File: config.mk
export PLATFORM = sky130hd
export DESIGN_NAME = multicycle_ctrl_flat
export DESIGN_NICKNAME = d
export VERILOG_FILES = /design/src/rtl/multicycle_ctrl_pkg.sv /design/src/rtl/multicycle_ctrl_if.sv /design/src/rtl/multicycle_ctrl_alu_decoder.sv /design/src/rtl/multicycle_ctrl.sv /design/src/flat_wrapper.sv
export SDC_FILE = /design/constraint.sdc
export NUM_CORES = 1
export LEC_CHECK = 0
export ABC_AREA = 1
export CAP_MARGIN = 40
export CORE_MARGIN = 2
export CORE_UTILIZATION = 37
export CTS_BUF_LIST = sky130_fd_sc_hd__clkbuf_8
export CTS_CLUSTER_DIAMETER = 80
export DETAILED_ROUTE_END_ITERATION = 10
export HOLD_SLACK_MARGIN = 0.05
export PLACE_DENSITY = 0.81
export SLEW_MARGIN = 5
export SYNTH_ARGS = -nofsm -noshare
export SYNTH_HDL_FRONTEND = slang
export SYNTH_SLANG_ARGS = --single-unit
File: constraint.sdc
create_clock -name clk -period 2.3 [get_ports clk]
set_input_delay 0.69 -clock clk [delete_from_list [all_inputs] [get_ports clk]]
set_output_delay 0.69 -clock clk [all_outputs]
set_load 0.01 [all_outputs]
File: src/rtl/multicycle_ctrl_pkg.sv
// Shared types and codes for the multicycle RISC-V style control unit:
// FSM states, opcodes and the encodings of the datapath select fields.
package multicycle_ctrl_pkg;

    typedef enum logic [3:0] {
        FETCH    = 4'd0,
        DECODE   = 4'd1,
        MEMADR   = 4'd2,
        MEMREAD  = 4'd3,
        MEMWB    = 4'd4,
        MEMWRITE = 4'd5,
        EXECUTER = 4'd6,
        EXECUTEI = 4'd7,
        ALUWB    = 4'd8,
        BEQ      = 4'd9,
        JAL      = 4'd10,
        HALT     = 4'd11
    } state_t;

    localparam logic [6:0] OP_LOAD   = 7'b0000011;
    localparam logic [6:0] OP_STORE  = 7'b0100011;
    localparam logic [6:0] OP_RTYPE  = 7'b0110011;
    localparam logic [6:0] OP_ITYPE  = 7'b0010011;
    localparam logic [6:0] OP_BRANCH = 7'b1100011;
    localparam logic [6:0] OP_JAL    = 7'b1101111;

    localparam logic [1:0] IMM_I = 2'b00;
    localparam logic [1:0] IMM_S = 2'b01;
    localparam logic [1:0] IMM_B = 2'b10;
    localparam logic [1:0] IMM_J = 2'b11;

    localparam logic [1:0] RES_ALUOUT    = 2'b00;
    localparam logic [1:0] RES_DATA      = 2'b01;
    localparam logic [1:0] RES_ALURESULT = 2'b10;

    localparam logic [1:0] SRCA_PC    = 2'b00;
    localparam logic [1:0] SRCA_OLDPC = 2'b01;
    localparam logic [1:0] SRCA_RS1   = 2'b10;

    localparam logic [1:0] SRCB_RS2  = 2'b00;
    localparam logic [1:0] SRCB_IMM  = 2'b01;
    localparam logic [1:0] SRCB_FOUR = 2'b10;

    localparam logic [2:0] ALU_ADD = 3'b000;
    localparam logic [2:0] ALU_SUB = 3'b001;
    localparam logic [2:0] ALU_AND = 3'b010;
    localparam logic [2:0] ALU_OR  = 3'b011;
    localparam logic [2:0] ALU_SLT = 3'b101;

    // Immediate format depends only on the opcode, never on the FSM state.
    function automatic logic [1:0] imm_src_of(input logic [6:0] op);
        logic [1:0] imm;
        imm = IMM_I;
        if (op == OP_STORE)
            imm = IMM_S;
        else if (op == OP_BRANCH)
            imm = IMM_B;
        else if (op == OP_JAL)
            imm = IMM_J;
        return imm;
    endfunction

endpackage

File: src/rtl/multicycle_ctrl_if.sv
// Bundle between the instruction/datapath side (master) and the controller (slave).
interface multicycle_ctrl_if;

    logic [6:0] op;
    logic [2:0] funct3;
    logic       funct7b5;
    logic       zero;
    logic       mem_ready;

    logic       pc_write;
    logic       adr_src;
    logic       mem_write;
    logic       mem_req;
    logic       ir_write;
    logic       reg_write;
    logic [1:0] result_src;
    logic [1:0] alu_src_a;
    logic [1:0] alu_src_b;
    logic [1:0] imm_src;
    logic [2:0] alu_control;
    logic       illegal;
    logic [3:0] state;

    modport master (
        output op, funct3, funct7b5, zero, mem_ready,
        input  pc_write, adr_src, mem_write, mem_req, ir_write, reg_write,
        input  result_src, alu_src_a, alu_src_b, imm_src, alu_control, illegal, state
    );

    modport slave (
        input  op, funct3, funct7b5, zero, mem_ready,
        output pc_write, adr_src, mem_write, mem_req, ir_write, reg_write,
        output result_src, alu_src_a, alu_src_b, imm_src, alu_control, illegal, state
    );

endinterface

File: src/rtl/multicycle_ctrl_alu_decoder.sv
// Combinational ALU operation decode from funct3; subtraction only when the
// controller says the instruction is an R-type with funct7 bit 5 set.
module alu_decoder
    import multicycle_ctrl_pkg::*;
(
    input  logic [2:0] funct3_i,
    input  logic       sub_req_i,
    output logic [2:0] alu_control_o
);

    always_comb begin
        alu_control_o = ALU_ADD;
        case (funct3_i)
            3'b000:  alu_control_o = sub_req_i ? ALU_SUB : ALU_ADD;
            3'b010:  alu_control_o = ALU_SLT;
            3'b110:  alu_control_o = ALU_OR;
            3'b111:  alu_control_o = ALU_AND;
            default: alu_control_o = ALU_ADD;
        endcase
    end

endmodule

File: src/rtl/multicycle_ctrl.sv
// Multicycle controller: state register, sticky illegal flag and Moore output
// decode; only the fetch/branch strobes look at mem_ready/zero directly.
module multicycle_ctrl
    import multicycle_ctrl_pkg::*;
#(
    parameter int IGNORE_READY = 0
)
(
    input logic              clk,
    input logic              reset,
    multicycle_ctrl_if.slave bus
);

    state_t     state_q, state_d;
    logic       illegal_q;
    logic       ready;
    logic       sub_req;
    logic [2:0] alu_dec;

    logic       pc_write_w, adr_src_w, mem_write_w, mem_req_w, ir_write_w, reg_write_w;
    logic [1:0] result_src_w, alu_src_a_w, alu_src_b_w;
    logic [2:0] alu_control_w;

    assign ready   = (IGNORE_READY != 0) ? 1'b1 : bus.mem_ready;
    assign sub_req = (state_q == EXECUTER) & bus.op[5] & bus.funct7b5;

    alu_decoder u_alu_decoder (
        .funct3_i      (bus.funct3),
        .sub_req_i     (sub_req),
        .alu_control_o (alu_dec)
    );

    always_comb begin
        state_d = FETCH;
        case (state_q)
            FETCH:    state_d = ready ? DECODE : FETCH;
            DECODE: begin
                case (bus.op)
                    OP_LOAD, OP_STORE: state_d = MEMADR;
                    OP_RTYPE:          state_d = EXECUTER;
                    OP_ITYPE:          state_d = EXECUTEI;
                    OP_BRANCH:         state_d = BEQ;
                    OP_JAL:            state_d = JAL;
                    default:           state_d = HALT;
                endcase
            end
            MEMADR:   state_d = bus.op[5] ? MEMWRITE : MEMREAD;
            MEMREAD:  state_d = ready ? MEMWB : MEMREAD;
            MEMWRITE: state_d = ready ? FETCH : MEMWRITE;
            MEMWB:    state_d = FETCH;
            EXECUTER: state_d = ALUWB;
            EXECUTEI: state_d = ALUWB;
            ALUWB:    state_d = FETCH;
            BEQ:      state_d = FETCH;
            JAL:      state_d = ALUWB;
            HALT:     state_d = HALT;
            default:  state_d = FETCH;
        endcase
    end

    always_ff @(posedge clk or posedge reset) begin
        if (reset) begin
            state_q   <= FETCH;
            illegal_q <= 1'b0;
        end else begin
            state_q <= state_d;
            if (state_d == HALT)
                illegal_q <= 1'b1;
        end
    end

    // Reset forces every strobe low combinationally, even though FETCH would request memory.
    always_comb begin
        pc_write_w    = 1'b0;
        adr_src_w     = 1'b0;
        mem_write_w   = 1'b0;
        mem_req_w     = 1'b0;
        ir_write_w    = 1'b0;
        reg_write_w   = 1'b0;
        result_src_w  = RES_ALUOUT;
        alu_src_a_w   = SRCA_PC;
        alu_src_b_w   = SRCB_RS2;
        alu_control_w = ALU_ADD;
        case (state_q)
            FETCH: begin
                mem_req_w    = 1'b1;
                alu_src_b_w  = SRCB_FOUR;
                result_src_w = RES_ALURESULT;
                ir_write_w   = ready;
                pc_write_w   = ready;
            end
            DECODE: begin
                alu_src_a_w = SRCA_OLDPC;
                alu_src_b_w = SRCB_IMM;
            end
            MEMADR: begin
                alu_src_a_w = SRCA_RS1;
                alu_src_b_w = SRCB_IMM;
            end
            MEMREAD: begin
                mem_req_w = 1'b1;
                adr_src_w = 1'b1;
            end
            MEMWRITE: begin
                mem_req_w   = 1'b1;
                adr_src_w   = 1'b1;
                mem_write_w = 1'b1;
            end
            MEMWB: begin
                result_src_w = RES_DATA;
                reg_write_w  = 1'b1;
            end
            EXECUTER: begin
                alu_src_a_w   = SRCA_RS1;
                alu_control_w = alu_dec;
            end
            EXECUTEI: begin
                alu_src_a_w   = SRCA_RS1;
                alu_src_b_w   = SRCB_IMM;
                alu_control_w = alu_dec;
            end
            ALUWB: reg_write_w = 1'b1;
            BEQ: begin
                alu_src_a_w   = SRCA_RS1;
                alu_control_w = ALU_SUB;
                pc_write_w    = bus.zero;
            end
            JAL: begin
                alu_src_a_w = SRCA_OLDPC;
                alu_src_b_w = SRCB_FOUR;
                pc_write_w  = 1'b1;
            end
            default: ;
        endcase
        if (reset) begin
            pc_write_w    = 1'b0;
            adr_src_w     = 1'b0;
            mem_write_w   = 1'b0;
            mem_req_w     = 1'b0;
            ir_write_w    = 1'b0;
            reg_write_w   = 1'b0;
            result_src_w  = RES_ALUOUT;
            alu_src_a_w   = SRCA_PC;
            alu_src_b_w   = SRCB_RS2;
            alu_control_w = ALU_ADD;
        end
    end

    assign bus.pc_write    = pc_write_w;
    assign bus.adr_src     = adr_src_w;
    assign bus.mem_write   = mem_write_w;
    assign bus.mem_req     = mem_req_w;
    assign bus.ir_write    = ir_write_w;
    assign bus.reg_write   = reg_write_w;
    assign bus.result_src  = result_src_w;
    assign bus.alu_src_a   = alu_src_a_w;
    assign bus.alu_src_b   = alu_src_b_w;
    assign bus.alu_control = alu_control_w;
    assign bus.imm_src     = imm_src_of(bus.op);
    assign bus.illegal     = illegal_q;
    assign bus.state       = state_q;

endmodule

File: src/flat_wrapper.sv
// flat-port wrapper written by rule: the top's interface ports become plain ports
module multicycle_ctrl_flat import multicycle_ctrl_pkg::*;
#(
    parameter int IGNORE_READY = 0
)
  (clk, reset, bus_op, bus_funct3, bus_funct7b5, bus_zero, bus_mem_ready, bus_pc_write, bus_adr_src, bus_mem_write, bus_mem_req, bus_ir_write, bus_reg_write, bus_result_src, bus_alu_src_a, bus_alu_src_b, bus_imm_src, bus_alu_control, bus_illegal, bus_state);
  multicycle_ctrl_if bus_i ();
  input logic clk;
  input logic reset;
  input wire logic [$bits(bus_i.op)-1:0] bus_op;
  input wire logic [$bits(bus_i.funct3)-1:0] bus_funct3;
  input wire logic [$bits(bus_i.funct7b5)-1:0] bus_funct7b5;
  input wire logic [$bits(bus_i.zero)-1:0] bus_zero;
  input wire logic [$bits(bus_i.mem_ready)-1:0] bus_mem_ready;
  output wire logic [$bits(bus_i.pc_write)-1:0] bus_pc_write;
  output wire logic [$bits(bus_i.adr_src)-1:0] bus_adr_src;
  output wire logic [$bits(bus_i.mem_write)-1:0] bus_mem_write;
  output wire logic [$bits(bus_i.mem_req)-1:0] bus_mem_req;
  output wire logic [$bits(bus_i.ir_write)-1:0] bus_ir_write;
  output wire logic [$bits(bus_i.reg_write)-1:0] bus_reg_write;
  output wire logic [$bits(bus_i.result_src)-1:0] bus_result_src;
  output wire logic [$bits(bus_i.alu_src_a)-1:0] bus_alu_src_a;
  output wire logic [$bits(bus_i.alu_src_b)-1:0] bus_alu_src_b;
  output wire logic [$bits(bus_i.imm_src)-1:0] bus_imm_src;
  output wire logic [$bits(bus_i.alu_control)-1:0] bus_alu_control;
  output wire logic [$bits(bus_i.illegal)-1:0] bus_illegal;
  output wire logic [$bits(bus_i.state)-1:0] bus_state;
  assign bus_i.op = bus_op;
  assign bus_i.funct3 = bus_funct3;
  assign bus_i.funct7b5 = bus_funct7b5;
  assign bus_i.zero = bus_zero;
  assign bus_i.mem_ready = bus_mem_ready;
  assign bus_pc_write = bus_i.pc_write;
  assign bus_adr_src = bus_i.adr_src;
  assign bus_mem_write = bus_i.mem_write;
  assign bus_mem_req = bus_i.mem_req;
  assign bus_ir_write = bus_i.ir_write;
  assign bus_reg_write = bus_i.reg_write;
  assign bus_result_src = bus_i.result_src;
  assign bus_alu_src_a = bus_i.alu_src_a;
  assign bus_alu_src_b = bus_i.alu_src_b;
  assign bus_imm_src = bus_i.imm_src;
  assign bus_alu_control = bus_i.alu_control;
  assign bus_illegal = bus_i.illegal;
  assign bus_state = bus_i.state;
  multicycle_ctrl #(.IGNORE_READY(IGNORE_READY)) u_core (.clk(clk), .reset(reset), .bus(bus_i));
endmodule
Word-level counts from Yosys, hierarchy flattened
Index checks and enable logic that the tools add are counted.
Storage, ports and cells
  bits in registers: 5
  word-level logic and storage cells: 68
  input port bits: 15
  output and inout port bits: 22
Cells by class
  reduce and logical (&&, ||, !) cells: 12
  equality and inequality tests: 21
  bitwise operators: 2
  multiplexer cells: 31
Operators by type and width (count)
  one-hot mux 4 bit (7 select lines): 1
  equality test 4 bit, second input constant: 5
  one-hot mux 4 bit (5 select lines): 1
  equality test 4 x 3 -> 1 bit, second input constant: 4
  equality test 7 x 6 -> 1 bit, second input constant: 2
  equality test 7 bit, second input constant: 2
  two-way mux 1 bit: 13
  two-way mux 2 bit: 6
  two-way mux 3 bit: 4
  one-hot mux 2 bit (2 select lines): 3
  one-hot mux 3 bit (4 select lines): 1
  OR reduction 2 bit: 6
  OR reduction 3 bit: 3
  equality test 4 x 2 -> 1 bit, second input constant: 2
  equality test 7 x 2 -> 1 bit, second input constant: 1
  equality test 7 x 5 -> 1 bit, second input constant: 1
  equality test 3 bit, second input constant: 2
  one-hot mux 3 bit (2 select lines): 1
  equality test 4 x 1 -> 1 bit, second input constant: 1
  zero test 4 bit: 1
  OR reduction 4 bit: 1
  equality test 3 x 2 -> 1 bit, second input constant: 1
  zero test 3 bit: 1
  one-hot mux 1 bit (3 select lines): 1
  AND 1 bit: 2

Longest topological paths before layout
  depth in word-level cells: 7
  depth in mapped cells: 10
  depth with buffers taken out: 10

By module
From an unflattened synthesis, not the netlist that was laid out.
Unflattened totals
  cells, all modules: 116
  area, all modules: 645.6 sq um
By module, submodules not included
  multicycle_ctrl: area each 615.6 sq um, cells an instance 108, instances 1
  alu_decoder: area each 30.0 sq um, cells an instance 8, instances 1

Worst setup path before layout
Ideal clock, no wire load.
  path kind: input -> output
  start: input reset
  end: output bus_alu_control[2]
  data required time: 1.610 ns
  path slack: 0.041 ns
  path buffers: 1
  stages: 4
  arrival time: 1.569 ns
  cell sequence: clkbuf_1 inv_1 nand3_1 nor4_1
On the way
  word-level cells in the longest chain between the ends: 1
RTL lines
  from (decl): line flat_wrapper.sv:9  | input logic reset;
  two-way mux 3 bit: line multicycle_ctrl.sv:135  | if (reset) begin
  to (decl): line flat_wrapper.sv:25  | output wire logic [$bits(bus_i.alu_control)-1:0] bus_alu_control;
No other way between the ends.

Worst setup path after layout
  start: input bus_op[2]
  end: output bus_imm_src[0]
On the way
  word-level cells in the longest chain between the ends: 4
RTL lines
  from (decl): line flat_wrapper.sv:10  | input wire logic [$bits(bus_i.op)-1:0] bus_op;
  equality test 7 bit: line multicycle_ctrl_pkg.sv:58  | else if (op == OP_JAL)
  two-way mux 2 bit: line multicycle_ctrl_pkg.sv:58
  two-way mux 2 bit: line multicycle_ctrl_pkg.sv:56  | else if (op == OP_BRANCH)
  two-way mux 2 bit (*): line multicycle_ctrl_pkg.sv:54  | if (op == OP_STORE)
  to (decl): line flat_wrapper.sv:24  | output wire logic [$bits(bus_i.imm_src)-1:0] bus_imm_src;
Mark *: on every way between the ends. The rest lies on a longest branch, timed or not.

==> run_results.csv <==
group,metric,value,unit
sta,relSlewSlack,82.1,%
yosys,ys_warn_count,0,
clocking,cts_tree,"yes",
floorplanning,initial_utilization,39.0,%
sta,hold_violations,0,
yosys,synth_edf_count,0,
setup_path,r2r_end,"u_core.bus.illegal$_DFFE_PP0N_",
grt,grt_pass1_wl,3490,um
final_layout,antennaDiodeCount,0,
yosys,yosys_most_used_dff,"dfrtp_1",
sta,finClkSkew,0.00890,ns
final_layout,fillCellCount,118,
floorplanning,dieArea,1880,um^2
drt,drtAntennaViolNets,0,
yosys,synth.top_cells.by_count,"nand2_1, inv_1, nor2_1, nand3_1, dfrtp_1",
sta,setup_viol,0,
setup_path,critical_path_required,1.61,ns
clocking,htreeDepth,1,
setup_path,rrSetupSlack,0.95,ns
sta,slew_violations,0,
setup_path,crit_type,"in2out",
power_and_ir_drop,p_leak,0.000657,uW
floorplanning,die_width,43.4,um
drt,drt_iter0_markers,14,
yosys,ys_seq_elements,5,
setup_path,critPathCaptureType,"output pin",
clocking,clock_tree.root_cell,"clkbuf_8",
placement,dp_cells,169,
setup_path,ff2ff_path_depth,8,
yosys,yosysTopAreaCell,"dfrtp_1",
clocking,cts.clk_slew.worst_paths,0.03,ns
run,drv_cap,0,
placement,port_buffers,36,
outcome,status,"completed",
power_and_ir_drop,p_per_area,913,nW/um^2
floorplanning,die_h,43.4,um
yosys,synth_most_common_cell,"nand2_1",
sta,fmax,448,MHz
sta,fin_crit,2.23,ns
final_layout,finalNetCount,182,
yosys,synth_cell_types,21,
grt,grt_pass1_vias,860,
grt,antenna_found_initial,0,
final_layout,area_delta_synth_final,97.8,%
power_and_ir_drop,ir_drop,0.856,mV
floorplanning,num_rows,14,
sta,post-route-period-util,97.0,%
yosys,synth_nets,119,
drt,wl_per_cell,11.9,um
min_path,holdCritPathClass,"reg2reg",
min_path,hold_depth,2,
clocking,cts_inserted_buffers,3,
grt,grtUsageTotal,24.4,%
final_layout,final_layout_size_suffix_gt1_share,36.7,%
yosys,ys_seq_area_share,21.8,%
final_layout,finish.utilization,77.2,%
drt,wl,2170,um
floorplanning,design.core.area,1470,um^2
sta,hold_ws,0.457,ns
yosys,syn_avg_cell_area,5.52,um^2
drt,viasPerCell,4.98,
clocking,clock-sinks,5,
final_layout,fin_cells,182,
setup_path,startpoint_type,"input pin",
setup_path,timing.rr.start,"u_core.bus.state[0]$_DFF_PP0_",
setup_path,path_max_fanout,2,
yosys,netlist_instances,104,
floorplanning,pin_count,37,
clocking,clkLatencyLatePin,0.23,ns
yosys,async_flop_share,100,%
clocking,ctsHoldBuffers,0,
grt,grt_max_degree,10,
placement,dp_hpwl,1570,um
min_path,hold_end,"u_core.bus.illegal$_DFFE_PP0N_",
grt,grt-ovfl-total,0,
setup_path,crit_arrival,1.54,ns
yosys,netlist_top_cells_area,"dfrtp_1, nand2_1, inv_1, nor2_1, nand3_1",
drt,drc,0,
drt,dr.pass1.iters,6,
yosys,synth_top_cell_area_share,21.8,%
yosys,syn-cell-area,574,um^2
placement,place.gp.congestion,0.841,
clocking,clk_path_buf_depth,2,
min_path,hold_start,"u_core.bus.illegal$_DFFE_PP0N_",
sta,tightest_slew,0.267,ns
drt,vias,906,
## kinds of logic (layout without fill, tap and decap cells)
| logic type | count (synthesis) | count (layout) | synth area share (%) |
|---|---|---|---|
| AND/OR/NAND/NOR | 61 | 61 | 48.8 |
| flip-flops | 5 | 5 | 21.8 |
| AO/OA/AOI/OAI | 14 | 14 | 13.7 |
| buffers and inverters | 24 | 86 | 15.7 |
## per-layer routing
metal / vias to the layer above / track usage (%) / part of all wire [%]
met5: - / 0 / 0
met4: 0 / 4.24 / 1.7
met3: 4 / 5.00 / 6.0
met2: 35 / 46.6 / 53
met1: 409 / 28.1 / 39
li1: 458 / - / -
## where the power goes
| part | internal, uW | switching [uW] |
|---|---|---|
| sequential | 122 | 49.8 |
| combinational | 299 | 407 |
| clock | 115 | 45.3 |
| total | 535 | 502 |
## final cells by class
class                   instances  area, um^2  share of cell area (%)
repair buffers                 59         468                    41.2
clock inverters                 1        3.75                   0.330
flip-flops and latches          5         125                    11.0
well taps                      16        20.0                    1.76
multi-input cells              75         392                    34.5
clock buffers                   3        41.3                    3.63
inverters                      23        86.3                    7.60
## sequential cells by signal, summed over array words and instances (netlist names)
name,flops
u_core.bus.illegal,1
u_core.bus.state,4
## worst max-delay path: stages
cell	delay (ns)
dlygate4sd2_1	0.25
nor2_2	0.14
nand3_2	0.11
nand2_2	0.08
and3_1	0.14
buf_2	0.12
## cell usage in the layout, fill, tap and decap left out, types with 3 or more instances in the layout
master / netlist / layout
buf_4: 0 / 23
nand2_1: 25 / 22
inv_1: 19 / 17
nor2_1: 14 / 12
dlygate4sd2_1: 0 / 10
inv_2: 4 / 7
nand3_1: 10 / 6
clkdlybuf4s50_1: 0 / 6
clkbuf_2: 0 / 6
buf_2: 0 / 6
dfrtp_1: 5 / 5
nand3_2: 0 / 4
nor2_2: 2 / 4
nand2_2: 1 / 4
a21oi_1: 4 / 4
clkdlybuf4s15_1: 0 / 4
o21ai_1: 1 / 3
a31oi_1: 3 / 3
clkbuf_8: 0 / 3
## how the worst max path moves through the flow
stage,start,endpoint,cells past startpoint
6_report,bus_op[2],bus_imm_src[0],6
5_1_grt,bus_op[4],u_core.bus.illegal$_DFFE_PP0N_,18
3_5_place_dp,bus_op[5],bus_imm_src[0],7
4_1_cts,bus_op[0],bus_imm_src[0],7
2_1_floorplan,reset,bus_alu_control[2],4
3_3_place_gp,bus_op[5],bus_imm_src[0],7
## metrics by stage
stage               setup slack (ns)  instance area (um^2)  total power [uW]  setup TNS (ns)
global route                 -0.0206                  1140              1120         -0.0381
detailed placement            -0.622                  1060               896           -7.26
CTS                           -0.123                  1130              1030          -0.145
global placement              -0.564                  1060               879           -7.12
floorplan                     0.0407                   574               545               0
finish                        0.0683                  1140              1040               0
## what timing repair did
action	CTS	global route
buffers inserted	7	2
resized for setup	64	19
hold endpoints to repair	0	0
endpoints found under the setup margin	17	10
pin swaps	10	12
Note: power is estimated with default switching activity, not from simulation.
